===== src/rtl/wl_pkg.sv =====
// wl_pkg: shared types and sizing for the weight loader.
// Holds the FSM state encoding, tile-shape limits and the tile word-count helper.
package wl_pkg;

  localparam int ROW_NUM = 32;                    // largest tile height
  localparam int MAX_WPR = 8;                     // largest words-per-row
  localparam int WORD_W  = 32;                    // weight word width
  localparam int ROW_W   = $clog2(ROW_NUM + 1);   // holds 0..ROW_NUM
  localparam int WPR_W   = $clog2(MAX_WPR + 1);   // holds 1..MAX_WPR
  localparam int CNT_W   = $clog2(ROW_NUM * MAX_WPR + 1); // holds 0..256

  typedef enum logic [2:0] {
    IDLE,
    CLEAR,
    FETCH,
    DRAIN,
    DONE
  } wl_state_e;

  // Number of words in a tile: rows times words-per-row.
  function automatic logic [CNT_W-1:0] tile_words(input logic [ROW_W-1:0] rows,
                                                  input logic [WPR_W-1:0] wpr);
    return CNT_W'(rows) * CNT_W'(wpr);
  endfunction

endpackage


===== src/rtl/wl_if.sv =====
// wl_if: GLB read port plus the weight-word stream towards the weight buffer.
// master = loader side, slave = GLB / buffer side.
interface wl_if #(
  parameter int ADDR_W = 32
);
  import wl_pkg::*;

  logic              glb_re;
  logic [ADDR_W-1:0] glb_addr;
  logic [WORD_W-1:0] glb_rdata;
  logic              valid_w;
  logic              ready_w;
  logic [WORD_W-1:0] weight_in;

  modport master (
    output glb_re, glb_addr, valid_w, weight_in,
    input  glb_rdata, ready_w
  );

  modport slave (
    input  glb_re, glb_addr, valid_w, weight_in,
    output glb_rdata, ready_w
  );

endinterface


===== src/rtl/wl_skid_fifo.sv =====
// wl_skid_fifo: 2-entry FIFO that catches GLB read data while the buffer stalls.
// Entry 0 is always the head, so dout comes straight from a register.
module wl_skid_fifo
  import wl_pkg::*;
(
  input  logic              clk,
  input  logic              reset,
  input  logic              push,
  input  logic              pop,
  input  logic [WORD_W-1:0] din,
  output logic [WORD_W-1:0] dout,
  output logic [1:0]        count
);

  logic [WORD_W-1:0] mem_reg [2];
  logic [1:0]        count_reg;
  logic [1:0]        wr_idx;

  // A simultaneous pop shifts the queue down, so the write slot moves down too.
  assign wr_idx = count_reg - {1'b0, pop};

  // Shift-on-pop storage with an occupancy counter.
  always_ff @(posedge clk) begin
    if (reset) begin
      mem_reg[0] <= '0;
      mem_reg[1] <= '0;
      count_reg  <= '0;
    end else begin
      if (push && wr_idx == 2'd0) begin
        mem_reg[0] <= din;
      end else if (pop) begin
        mem_reg[0] <= mem_reg[1];
      end
      if (push && wr_idx == 2'd1) begin
        mem_reg[1] <= din;
      end
      count_reg <= count_reg + {1'b0, push} - {1'b0, pop};
    end
  end

  assign dout  = mem_reg[0];
  assign count = count_reg;

endmodule


===== src/rtl/weight_loader.sv =====
// weight_loader: fetches one weight tile from the GLB and streams it to the
// horizontal weight buffer over valid_w/ready_w in row-major order.
// Optional feature macro: WL_DW_EN enables depthwise (DW) mode; without it the
// DW_PW_sel input is ignored and every tile is treated as pointwise.
module weight_loader
  import wl_pkg::*;
#(
  parameter int ADDR_W = 32
) (
  input  logic              clk,
  input  logic              reset,
  input  logic              start,
  input  logic              DW_PW_sel,
  input  logic [ADDR_W-1:0] base_addr,
  input  logic [ROW_W-1:0]  row_num,
  input  logic [4:0]        col_in,
  wl_if.master              bus,
  output logic [ROW_W-1:0]  row_en,
  output logic [4:0]        col_out,
  output logic              DW_PW_sel_out,
  output logic              change_weight_f,
  output logic              busy,
  output logic              done
);

  wl_state_e         state_reg;
  logic [ROW_W-1:0]  row_en_reg;
  logic [4:0]        col_out_reg;
  logic              change_weight_f_reg;
  logic              done_reg;
  logic              inflight_reg;
  logic [CNT_W-1:0]  total_reg;
  logic [CNT_W-1:0]  issue_cnt_reg;
  logic [CNT_W-1:0]  pop_cnt_reg;
  logic [ADDR_W-1:0] addr_reg;

  logic [1:0]        fifo_count;
  logic [WORD_W-1:0] fifo_dout;
  logic              pop;
  logic              glb_re;
  logic [2:0]        credit_used;
  logic              last_issue;
  logic              last_pop;
  logic              start_mode;
  logic [WPR_W-1:0]  start_wpr;

`ifdef WL_DW_EN
  logic mode_reg;
  assign start_mode    = DW_PW_sel;
  assign DW_PW_sel_out = mode_reg;
`else
  assign start_mode    = DW_PW_sel | 1'b1;
  assign DW_PW_sel_out = 1'b1;
`endif

  // DW tiles carry one word per row; PW rows are col_in[4:2]+1 words long.
  assign start_wpr = start_mode ? (WPR_W'(col_in[4:2]) + WPR_W'(1)) : WPR_W'(1);

  assign pop        = bus.valid_w && bus.ready_w;
  assign last_issue = (issue_cnt_reg == total_reg - CNT_W'(1));
  assign last_pop   = (pop_cnt_reg == total_reg - CNT_W'(1));

  // Credit check: words held plus the one in flight, minus this cycle's pop,
  // must leave room in the FIFO for the read we are about to issue.
  always_comb begin
    credit_used = {1'b0, fifo_count} + {2'b00, inflight_reg} - {2'b00, pop};
    glb_re      = (state_reg == FETCH) && (credit_used < 3'd2);
  end

  wl_skid_fifo u_fifo (
    .clk   (clk),
    .reset (reset),
    .push  (inflight_reg),
    .pop   (pop),
    .din   (bus.glb_rdata),
    .dout  (fifo_dout),
    .count (fifo_count)
  );

  // Tile FSM, address/word counters, in-flight tracking and registered outputs.
  always_ff @(posedge clk) begin
    if (reset) begin
      state_reg           <= IDLE;
      row_en_reg          <= '0;
      col_out_reg         <= '0;
      change_weight_f_reg <= 1'b0;
      done_reg            <= 1'b0;
      inflight_reg        <= 1'b0;
      total_reg           <= '0;
      issue_cnt_reg       <= '0;
      pop_cnt_reg         <= '0;
      addr_reg            <= '0;
`ifdef WL_DW_EN
      mode_reg            <= 1'b0;
`endif
    end else begin
      change_weight_f_reg <= 1'b0;
      done_reg            <= 1'b0;
      inflight_reg        <= glb_re;
      if (glb_re) begin
        addr_reg      <= addr_reg + ADDR_W'(4);
        issue_cnt_reg <= issue_cnt_reg + CNT_W'(1);
      end
      if (pop) begin
        pop_cnt_reg <= pop_cnt_reg + CNT_W'(1);
      end
      case (state_reg)
        IDLE: begin
          if (start) begin
            row_en_reg    <= row_num;
            col_out_reg   <= col_in;
`ifdef WL_DW_EN
            mode_reg      <= start_mode;
`endif
            total_reg     <= tile_words(row_num, start_wpr);
            addr_reg      <= base_addr;
            issue_cnt_reg <= '0;
            pop_cnt_reg   <= '0;
            if (row_num == '0) begin
              state_reg <= DONE;
            end else begin
              state_reg           <= CLEAR;
              change_weight_f_reg <= 1'b1;
            end
          end
        end
        CLEAR: state_reg <= FETCH;
        FETCH: begin
          if (glb_re && last_issue) begin
            state_reg <= DRAIN;
          end
        end
        DRAIN: begin
          if (pop && last_pop) begin
            state_reg <= DONE;
            done_reg  <= 1'b1;
          end
        end
        DONE: begin
          // An empty tile arrives here without done set; it spends one more
          // cycle so its pulse lands two cycles after start.
          if (!done_reg) begin
            done_reg <= 1'b1;
          end else begin
            state_reg <= IDLE;
          end
        end
        default: state_reg <= IDLE;
      endcase
    end
  end

  assign bus.glb_re    = glb_re;
  assign bus.glb_addr  = addr_reg;
  assign bus.valid_w   = (fifo_count != 2'd0);
  assign bus.weight_in = fifo_dout;

  assign row_en          = row_en_reg;
  assign col_out         = col_out_reg;
  assign change_weight_f = change_weight_f_reg;
  assign done            = done_reg;
  assign busy            = (state_reg != IDLE);

endmodule


===== src/flat_wrapper.sv =====
// flat-port wrapper written by rule: the top's interface ports become plain ports
module weight_loader_flat import wl_pkg::*;
#(
  parameter int ADDR_W = 32
)
  (clk, reset, start, DW_PW_sel, base_addr, row_num, col_in, row_en, col_out, DW_PW_sel_out, change_weight_f, busy, done, bus_glb_re, bus_glb_addr, bus_valid_w, bus_weight_in, bus_glb_rdata, bus_ready_w);
  wl_if #(.ADDR_W(ADDR_W)) bus_i ();
  input  logic clk;
  input  logic reset;
  input  logic start;
  input  logic DW_PW_sel;
  input  logic [ADDR_W-1:0] base_addr;
  input  logic [ROW_W-1:0] row_num;
  input  logic [4:0] col_in;
  output logic [ROW_W-1:0] row_en;
  output logic [4:0] col_out;
  output logic DW_PW_sel_out;
  output logic change_weight_f;
  output logic busy;
  output logic done;
  output wire logic [$bits(bus_i.glb_re)-1:0] bus_glb_re;
  output wire logic [$bits(bus_i.glb_addr)-1:0] bus_glb_addr;
  output wire logic [$bits(bus_i.valid_w)-1:0] bus_valid_w;
  output wire logic [$bits(bus_i.weight_in)-1:0] bus_weight_in;
  input wire logic [$bits(bus_i.glb_rdata)-1:0] bus_glb_rdata;
  input wire logic [$bits(bus_i.ready_w)-1:0] bus_ready_w;
  assign bus_glb_re = bus_i.glb_re;
  assign bus_glb_addr = bus_i.glb_addr;
  assign bus_valid_w = bus_i.valid_w;
  assign bus_weight_in = bus_i.weight_in;
  assign bus_i.glb_rdata = bus_glb_rdata;
  assign bus_i.ready_w = bus_ready_w;
  weight_loader #(.ADDR_W(ADDR_W)) u_core (.clk(clk), .reset(reset), .start(start), .DW_PW_sel(DW_PW_sel), .base_addr(base_addr), .row_num(row_num), .col_in(col_in), .bus(bus_i), .row_en(row_en), .col_out(col_out), .DW_PW_sel_out(DW_PW_sel_out), .change_weight_f(change_weight_f), .busy(busy), .done(done));
endmodule

===== config.mk =====
export PLATFORM = sky130hd
export DESIGN_NAME = weight_loader_flat
export DESIGN_NICKNAME = d
export VERILOG_FILES = /design/src/rtl/wl_pkg.sv /design/src/rtl/wl_if.sv /design/src/rtl/wl_skid_fifo.sv /design/src/rtl/weight_loader.sv /design/src/flat_wrapper.sv
export SDC_FILE = /design/constraint.sdc
export NUM_CORES = 1
export LEC_CHECK = 0
export ABC_AREA = 1
export BUFFER_PORTS_ARGS = -buffer_cell sky130_fd_sc_hd__clkbuf_2
export CORE_MARGIN = 2
export CORE_UTILIZATION = 40
export CTS_CLUSTER_DIAMETER = 80
export DETAILED_ROUTE_END_ITERATION = 12
export GPL_TIMING_DRIVEN = 0
export PLACE_DENSITY_LB_ADDON = 0.08
export SYNTH_ARGS = -nofsm -noshare
export SYNTH_HDL_FRONTEND = slang
export SYNTH_SLANG_ARGS = --single-unit

===== constraint.sdc =====
create_clock -name clk -period 8.1 [get_ports clk]
set_input_delay 0.81 -clock clk [delete_from_list [all_inputs] [get_ports clk]]
set_output_delay 0.81 -clock clk [all_outputs]
set_load 0.005 [all_outputs]

# Word-level counts from Yosys, hierarchy flattened
# Memory sizes are Yosys's and may differ from the RTL's.
# Index checks and enable logic that the tools add are counted.
dict set report totals {
  register_bits 78
  elab_cells 88
  ramBits 64
  memories 1
}
# memory words width rd rd_ports_with_merged_regs write_ports line
set memory_table {}
lappend memory_table {u_core.u_fifo.mem_reg 2 32 2 0 2 wl_skid_fifo.sv:15} ;# logic [WORD_W-1:0] mem_reg [2];
dict set report classes {
  n_bitwise 5
  n_lt_le_gt_ge 1
  muxes 34
  multipliers 1
  reduce_logical 14
  addsub 10
  n_eq_ne 11
}
# cell count
set op_table {}
lappend op_table {{$mux 32} 6}
lappend op_table {{$mux 9} 6}
lappend op_table {{$add 32x3->32 const B} 1}
lappend op_table {{$add 9x1->9 const B} 2}
lappend op_table {{$eq 9x9->1} 2}
lappend op_table {{$mux 1} 15}
lappend op_table {{$mux 3} 5}
lappend op_table {{$pmux 3 s5} 1}
lappend op_table {{$mul 6x4->9} 1}
lappend op_table {{$sub 9x1->9 const B} 1}
lappend op_table {{$eq 3x2->1 const B} 2}
lappend op_table {{$logic_and 1x1->1} 6}
lappend op_table {{$logic_not 6->1} 1}
lappend op_table {{$add 3x1->4 const B} 1}
lappend op_table {{$ne 2x1->1 const B} 2}
lappend op_table {{$ne 2x2->1 const B} 2}
lappend op_table {{$reduce_and 4->1} 1}
lappend op_table {{$sub 2x1->2} 2}
lappend op_table {{$add 2x1->3} 1}
lappend op_table {{$eq 3x1->1 const B} 1}
lappend op_table {{$eq 3x3->1 const B} 1}
lappend op_table {{$logic_not 3->1} 1}
lappend op_table {{$lt 3x2->1 const B} 1}
lappend op_table {{$or 1x1->1} 3}
lappend op_table {{10 further kinds} 11}

# Depth between registers and ports, before layout
# Gate-level depths: netlist (run 1).
dict set report logic_depth {
  ltp_word 10
  ltp_mapped 20
}

# By module
# A second synthesis (run 1) with hierarchy kept.
dict set report hier_totals {
  cells_unflattened 1129
  area_unflattened_um2 8373.0
}
# mod area_each_um2 n_inst cells_each
set by_module_without_submodules {}
lappend by_module_without_submodules {weight_loader 5064.9 1 763}
lappend by_module_without_submodules {wl_skid_fifo 3308.2 1 366}

# Least setup slack after synthesis (run 1)
# OpenSTA, ideal clock, no wires.
dict set report synth_timing {
  path_kind {input to register}
  startpoint {input port bus_ready_w}
  endpoint {memory u_core.u_fifo.mem_reg[1][0] (netlist: u_core.u_fifo.mem_reg[0][32]) (enable)}
  setup_time_ps 466
  t_arrival_ps 3670
  required_time_ps 7634
  cell_stages 6
  slack_ps 3965
  path_buffers 0
  cell_sequence {inv_1 > nor2_4 > ha_1 > xnor2_1 > nand2_1 > o21ai_0}
}
# element line
set synth_lines {}
lappend synth_lines {{start: declaration} flat_wrapper.sv:26} ;# input wire logic [$bits(bus_i.ready_w)-1:0] bus_ready_w;
lappend synth_lines {{end: declaration} wl_skid_fifo.sv:15}

# Worst setup path in the final report (run 1)
dict set report layout_timing {
  startpoint {input port bus_ready_w}
  endpoint {output port bus_glb_re}
}
dict set report layout_via {
  elab_chain_len 4
}
# element line
set layout_rtl {}
lappend layout_rtl {{$logic_and 1x1->1} weight_loader.sv:59} ;# assign pop = bus.valid_w && bus.ready_w;
lappend layout_rtl {{$sub 3x1->3} weight_loader.sv:66} ;# credit_used = {1'b0, fifo_count} + {2'b00, inflight_reg} - {2'b00, pop};
lappend layout_rtl {{via u_core.credit_used[1]} weight_loader.sv:41} ;# logic [2:0] credit_used;
lappend layout_rtl {{$lt 3x2->1} weight_loader.sv:67} ;# glb_re = (state_reg == FETCH) && (credit_used < 3'd2);
lappend layout_rtl {{$logic_and 1x1->1} weight_loader.sv:67}
lappend layout_rtl {{end: declaration} flat_wrapper.sv:21} ;# output wire logic [$bits(bus_i.glb_re)-1:0] bus_glb_re;
# The timed path passes the listed nets, and every way through them passes these cells.

==> results of run 1 <==
power by group:
part           switching (mW)  internal [mW]
Clock                   0.307          0.419
Sequential              0.110          0.939
Combinational           0.559          0.382
area by class of cell:
cell class / instances / area, um2 / area share, %
Tap cell: 234 / 293 / 3.13
Multi-Input combinational cell: 622 / 3330 / 35.5
Clock inverter: 15 / 124 / 1.32
Clock buffer: 17 / 425 / 4.54
Inverter: 149 / 562 / 6.00
Timing Repair Buffer: 159 / 811 / 8.65
Sequential cell: 142 / 3480 / 37.2
Buffer: 58 / 343 / 3.66
logic make-up (layout without fill, tap and decap cells):
group | after synthesis | in the layout | share of synthesized area [%]
compound gates | 161 | 161 | 11.7
xor+xnor | 21 | 21 | 2.39
fa+ha+maj | 29 | 29 | 5.59
buf+inv | 207 | 398 | 11.7
flops | 142 | 142 | 45.2
other cells | 1 | 1 | 0.0487
simple gates | 410 | 410 | 23.3
metrics by stage:
stage	total power [mW]	worst slack [ns]
5_1_grt	2.92	3.95
4_1_cts	2.75	4.14
6_report	2.72	4.10
2_1_floorplan	1.69	3.96
3_3_place_gp	2.00	2.68
3_5_place_dp	2.02	3.76
metal layers:
layer	up-vias	global-route usage (%)
li1	3496	-
met1	2895	25.5
met2	159	29.2
met3	20	4.16
met4	0	5.63
met5	-	0
Yosys cell counts (3+ instances only):
| cell type | instances | area (um2) |
|---|---|---|
| a22o_1 | 6 | 52.6 |
| nor2_4 | 4 | 45.0 |
| nor2_1 | 120 | 450 |
| o21ai_0 | 68 | 340 |
| nand2_1 | 182 | 683 |
| o21ai_1 | 10 | 50.1 |
| a211oi_1 | 9 | 67.6 |
| nand3_1 | 59 | 295 |
| nand4_1 | 7 | 43.8 |
| o22ai_1 | 5 | 31.3 |
| xnor2_1 | 12 | 105 |
| edfxtp_1 | 64 | 1920 |
| inv_1 | 145 | 544 |
| xor2_1 | 9 | 78.8 |
| a21oi_1 | 47 | 235 |
| fa_1 | 9 | 180 |
| buf_4 | 33 | 248 |
| nand2_2 | 3 | 18.8 |
| nor4_1 | 3 | 18.8 |
| nand3b_1 | 4 | 30.0 |
| ha_1 | 20 | 250 |
| o211ai_1 | 7 | 52.6 |
| nor3_1 | 13 | 65.1 |
| clkbuf_1 | 22 | 82.6 |
| dfxtp_1 | 78 | 1560 |
final timing paths:
path | startpoint | to | slack (ns) | depth (start not counted)
setup / recovery | bus_ready_w | bus_glb_re | 4.10 | 12
hold / removal | u_core.row_en[0] | u_core.row_en[0] | 0.45 | 2
hold reg to reg | u_core.row_en[0] | u_core.row_en[0] | 0.45 | 2
setup reg to reg | u_core.u_fifo.count[1] | u_core.issue_cnt_reg[8] | 4.89 | 17
worst max-delay path, delay by kind of cell:
kind | cells | cell delay, ns
adders and majority gates | 3 | 0.83
buffers and inverters | 6 | 1.01
and+or+nand+nor | 3 | 0.55
==> reports/metrics.cfg, run 1 <==
[worst_hold_path]
hp-class = register to register

[final_layout]
final_cells = 1396
fin_nets = 1258
antennaDiodeCount = 0
largest_register_ff_count = 64
final_common_cell = nand2_1
nFillCells = 1899
fin_util_pct = 49.9
drive_gt1_share_pct = 21.0
mostFrequentLayoutCells = nand2_1 (182), clkbuf_2 (158), inv_1 (145), nor2_1 (120), dfxtp_1 (78)
syn2layout_area_growth_pct = 21.7
fin_area_um2 = 9370

[route]
drt-vias-per-instance = 4.71
highest_layer = met4
postRouteAntennaNets = 0
wl_per_cell_um = 13.3
totalWireLength_um = 18500
drt_iter0_drc = 261
num_vias = 6570
met3_length_um = 965
post-route-drc-count = 0
drt_pre_antenna_iters = 5
dr_wl_met2_um = 8220
wl_met1_um = 9090

[synth]
syn-instance-count = 971
synth_edf_count = 64
postSynthAreaPerCell_um2 = 7.93
synthFlopType = dfxtp_1
yosysWarningCount = 0
synth_seq_cells = 142
async_flop_share_pct = 0
syn_nets = 1080
ys_seq_area_share_pct = 45.2
synth_area_um2 = 7700
ys_types = 48

[worst_setup_path]
slowest_stage = clkbuf_1
critPathMaxFanout = 10
crit_top_cell = inv_1
cpPeakStageDelay_ns = 0.47
critPathArrivalTime_ns = 3.19
crit_type = primary input to primary output
required_ns = 7.29
critPathCaptureType = primary output
cp-start-kind = primary input
path_cells = clkbuf_2 -> inv_1 -> nor2_4 -> ha_1 -> inv_1 -> ha_1 -> fa_1 -> inv_1 -> nand3_4 -> nor2_8 -> clkbuf_1 -> clkbuf_2

[sta]
fmax_ghz = 0.250
finalSetupViolations = 0
slew_headroom_pct = 42.8
rsz0062_at_grt = false
hold_ws_ns = 0.452
fin_crit_sh_pct = 49.4
worst_slew_pin_slew_ns = 0.857
fin_skew_ns = 0.00720
fin_setup_tns_ns = 0
drv_slew = 0
fin_crit_ns = 4.00
finalHoldViolCount = 0

[global_route]
grt_first_pass_wirelength_um = 30000
grt_max_degree = 33
grt_usage_pct = 18.5
grt_pass1_vias = 6079
antenna_found_initial = 0
grt.overflow.total = 0

[power_and_ir_drop]
powerDensity_nw_per_um2 = 290
p_leak_nw = 4.39
ir_drop_v = 0.000179

[placement]
numPlacedInstances = 1364
dpl_cell_area_um2 = 8820
numPortBuffers = 158
place.gp.congestion = 0.818
hpwl_um = 14200

[floorplanning]
io_pins = 161
start_util_pct = 41.0
dieHeight_um = 143
core_area_um2 = 18800
rows = 50
die_x_um = 143
die_area_um2 = 20400

[clock_network]
cts_buffer_depth = 2
hold_buffers = 0
cts.sinks = 142
cts_buffers = 17
clk_pin_slew_worst_paths_ns = 0.06
ctsResizeCount = 0
htree_num_levels = 4
cts-root-buf = clkbuf_16
clock_latency_ns = 0.42
post_cts_buffers = 0
cts_tree = yes

[run]
drv_cap = 0

[outcome]
status = finished, final reports clean

Note: power is estimated with default switching activity, not from simulation.
==> run 2: changes to the inputs <==
clock period = 3.3 ns   (was 8.1 ns; I/O delays follow)
==> run 2 against run 1 <==
Against the previous run:
- cell count increased by 0.50%
- largest power group unchanged
- worst hold slack got worse by 0.35 ns
- critical path depth increased by 6
==> reports/metrics.cfg, run 2 (same netlist as run 1, synthesis figures left out) <==
[worst_setup_path]
required_ns = 3.59  ; -3.70 ns
path_cells = clkbuf_4 -> ha_1 -> or2_2 -> nand2_4 -> inv_1 -> nand2_1 -> fa_1 -> fa_1 -> inv_2 -> ha_1 -> a21o_1 -> a31oi_2 -> nor2_1 -> o21ai_1 -> nand2_1 -> or2_2 -> nand3_1 -> o21ai_1
critPathTopFamily = adder cells
reg2reg_depth = 18  ; +1
slowest_stage = fa_1
critPathCaptureType = register
critPathMaxFanout = 8  ; -2
cp-start-kind = primary input
rr_startpoint = u_core.u_fifo.count[1]
critPathArrivalTime_ns = 3.44  ; +0.25 ns
crit_type = primary input to register
cpPeakStageDelay_ns = 0.53  ; +0.06 ns
worst_r2r_endpoint = u_core.bus.glb_addr[28]
crit_buf_inv = 3  ; -3
reg2reg_slack_ns = 0.25  ; -4.64 ns

[floorplanning]
core_area_um2 = 18800  ; unchanged
die_x_um = 143  ; unchanged
io_pins = 161  ; unchanged
start_util_pct = 41.0  ; unchanged
rows = 50  ; unchanged
die_area_um2 = 20400  ; unchanged
dieHeight_um = 143  ; unchanged

[final_layout]
nFillCells = 1874  ; -1.3%
regArea_um2 = 3480  ; about the same
syn2layout_area_growth_pct = 23.7
final_cells = 1403  ; +0.50%
multiInputGateArea_um2 = 3370  ; +1.4%
final_common_cell = nand2_1
largest_register_ff_count = 64  ; unchanged
fin_util_pct = 50.8  ; +0.85 points
mostFrequentLayoutCells = nand2_1 (181), clkbuf_2 (157), inv_1 (144), nor2_1 (119), dfxtp_1 (77)
antennaDiodeCount = 0  ; unchanged
fin_nets = 1265  ; +0.56%
drive_gt1_share_pct = 22.2  ; +1.2 points

[sta]
finalHoldViolCount = 0  ; unchanged
fmax_ghz = 0.317
worst_slack_ns = 0.144  ; -3.95 ns
slew_headroom_pct = 44.8  ; +2.0 points
fin_setup_tns_ns = 0  ; unchanged
fin_crit_ns = 3.16
fin_skew_ns = 0.00886  ; +0.00166 ns
worst_slew_pin_slew_ns = 0.827  ; -0.0301 ns
fin_crit_sh_pct = 95.6
finalSetupViolations = 0  ; unchanged
drv_slew = 0  ; unchanged

[route]
drt_pre_antenna_iters = 4  ; -1
totalWireLength_um = 18600  ; +0.53%
postRouteAntennaNets = 0  ; unchanged
num_vias = 6642  ; +1.1%
wl_per_cell_um = 13.3  ; about the same
drt_iter0_drc = 304  ; +16%
post-route-drc-count = 0  ; unchanged
drt-vias-per-instance = 4.73  ; +0.59%

[clock_network]
cts_tree = yes
cts_buffers = 17  ; unchanged
htree_num_levels = 4  ; unchanged
cts_buffer_depth = 2  ; unchanged
clk_pin_slew_worst_paths_ns = 0.06  ; about the same
clock_latency_ns = 0.42  ; about the same
cts-root-buf = clkbuf_16
cts.sinks = 142  ; unchanged

[worst_hold_path]
hold-path-endpoint = u_core.bus.glb_addr[15]
hp-class = primary input to register
hold_path_depth = 3  ; +1
hp-start = base_addr[15]

[global_route]
grt_pass1_vias = 6150  ; +1.2%
antenna_found_initial = 0  ; unchanged
grt_usage_pct = 18.5  ; -0.032 points
grt.overflow.total = 0  ; unchanged
grt_first_pass_wirelength_um = 30000  ; about the same
grt_max_degree = 33  ; unchanged

[placement]
numPlacedInstances = 1364  ; unchanged
hpwl_um = 14200  ; +0.39%
pre_cts_ws_ns = -0.408  ; -4.16 ns
numPortBuffers = 158  ; unchanged
place.gp.congestion = 0.822  ; +0.49%

[power_and_ir_drop]
power_frac_clock_pct = 28.6  ; +1.9 points
p_int_mw = 4.51  ; +160%
ir_drop_v = 0.000420  ; +130%
power_switching_mw = 2.49  ; +150%
p_seq_share_pct = 36.9  ; -1.7 points
pwr-share-comb_pct = 34.5  ; about the same
swShare_pct = 35.6  ; -0.38 points
p_leak_nw = 4.49  ; +2.2%
powerDensity_nw_per_um2 = 735  ; +150%

[run]
drv_cap = 0  ; unchanged

[outcome]
status = finished, final reports clean

run 2: worst max path at each step:
stage,start,endpoint,slack [ns],cells after the start
2_1_floorplan,col_in[2],u_core.total_reg[7],0.03,17
3_3_place_gp,col_in[2],u_core.total_reg[7],-0.39,18
3_5_place_dp,col_in[2],u_core.total_reg[7],-0.41,18
4_1_cts,u_core.u_fifo.count[1],u_core.bus.glb_addr[28],0.03,18
5_1_grt,u_core.u_fifo.count[1],u_core.bus.glb_addr[28],-0.005,18
6_report,col_in[2],u_core.total_reg[7],0.14,18
run 2: layout make-up:
class	instances	share of cell area [%]
clock inverter	15	1.94
buffer	57	3.56
tap	234	3.07
inverter	149	5.90
multi-input combinational	623	35.4
clock buffer	17	4.46
sequential	142	36.6
timing repair buffer	166	9.09
run 2: what timing repair did:
action                                  4_1_cts  5_1_grt
pin swaps                                     0        5
resized for setup                             0        9
gates cloned                                  0        1
buffers inserted                              0        7
hold buffers                                  0        0
endpoints found under the setup margin        1       17
run 2: power by group through the flow:
stage	sequential (mW)	combinational, mW	clock, mW
after global placement	2.61	2.30	0
after CTS	2.58	2.34	2.03
after detailed placement	2.61	2.33	0
after global routing	2.64	2.76	2.11
after floorplan	2.57	1.58	0
final	2.59	2.41	2.00
run 2: routing by layer:
metal	GRT usage, %	vias up	wire (um)
li1	-	3514	-
met1	25.2	2936	9170
met2	29.6	171	8230
met3	4.16	21	981
met4	5.58	0	242
met5	0	-	0
run 2: stage by stage:
| stage | hold slack, ns | area [um2] | power, mW |
|---|---|---|---|
| 2_1_floorplan | 0.399 | 7710 | 4.15 |
| 3_3_place_gp | 0.432 | 8800 | 4.92 |
| 3_5_place_dp | 0.449 | 8830 | 4.95 |
| 4_1_cts | 0.0809 | 9440 | 6.95 |
| 5_1_grt | 0.0963 | 9530 | 7.50 |
| 6_report | 0.0975 | 9530 | 7.00 |
run 2: worst min-delay path, delay by kind of cell:
family	cells	cell delay, ns
buffers and inverters	1	0.07
AND/OR/NAND/NOR	2	0.09
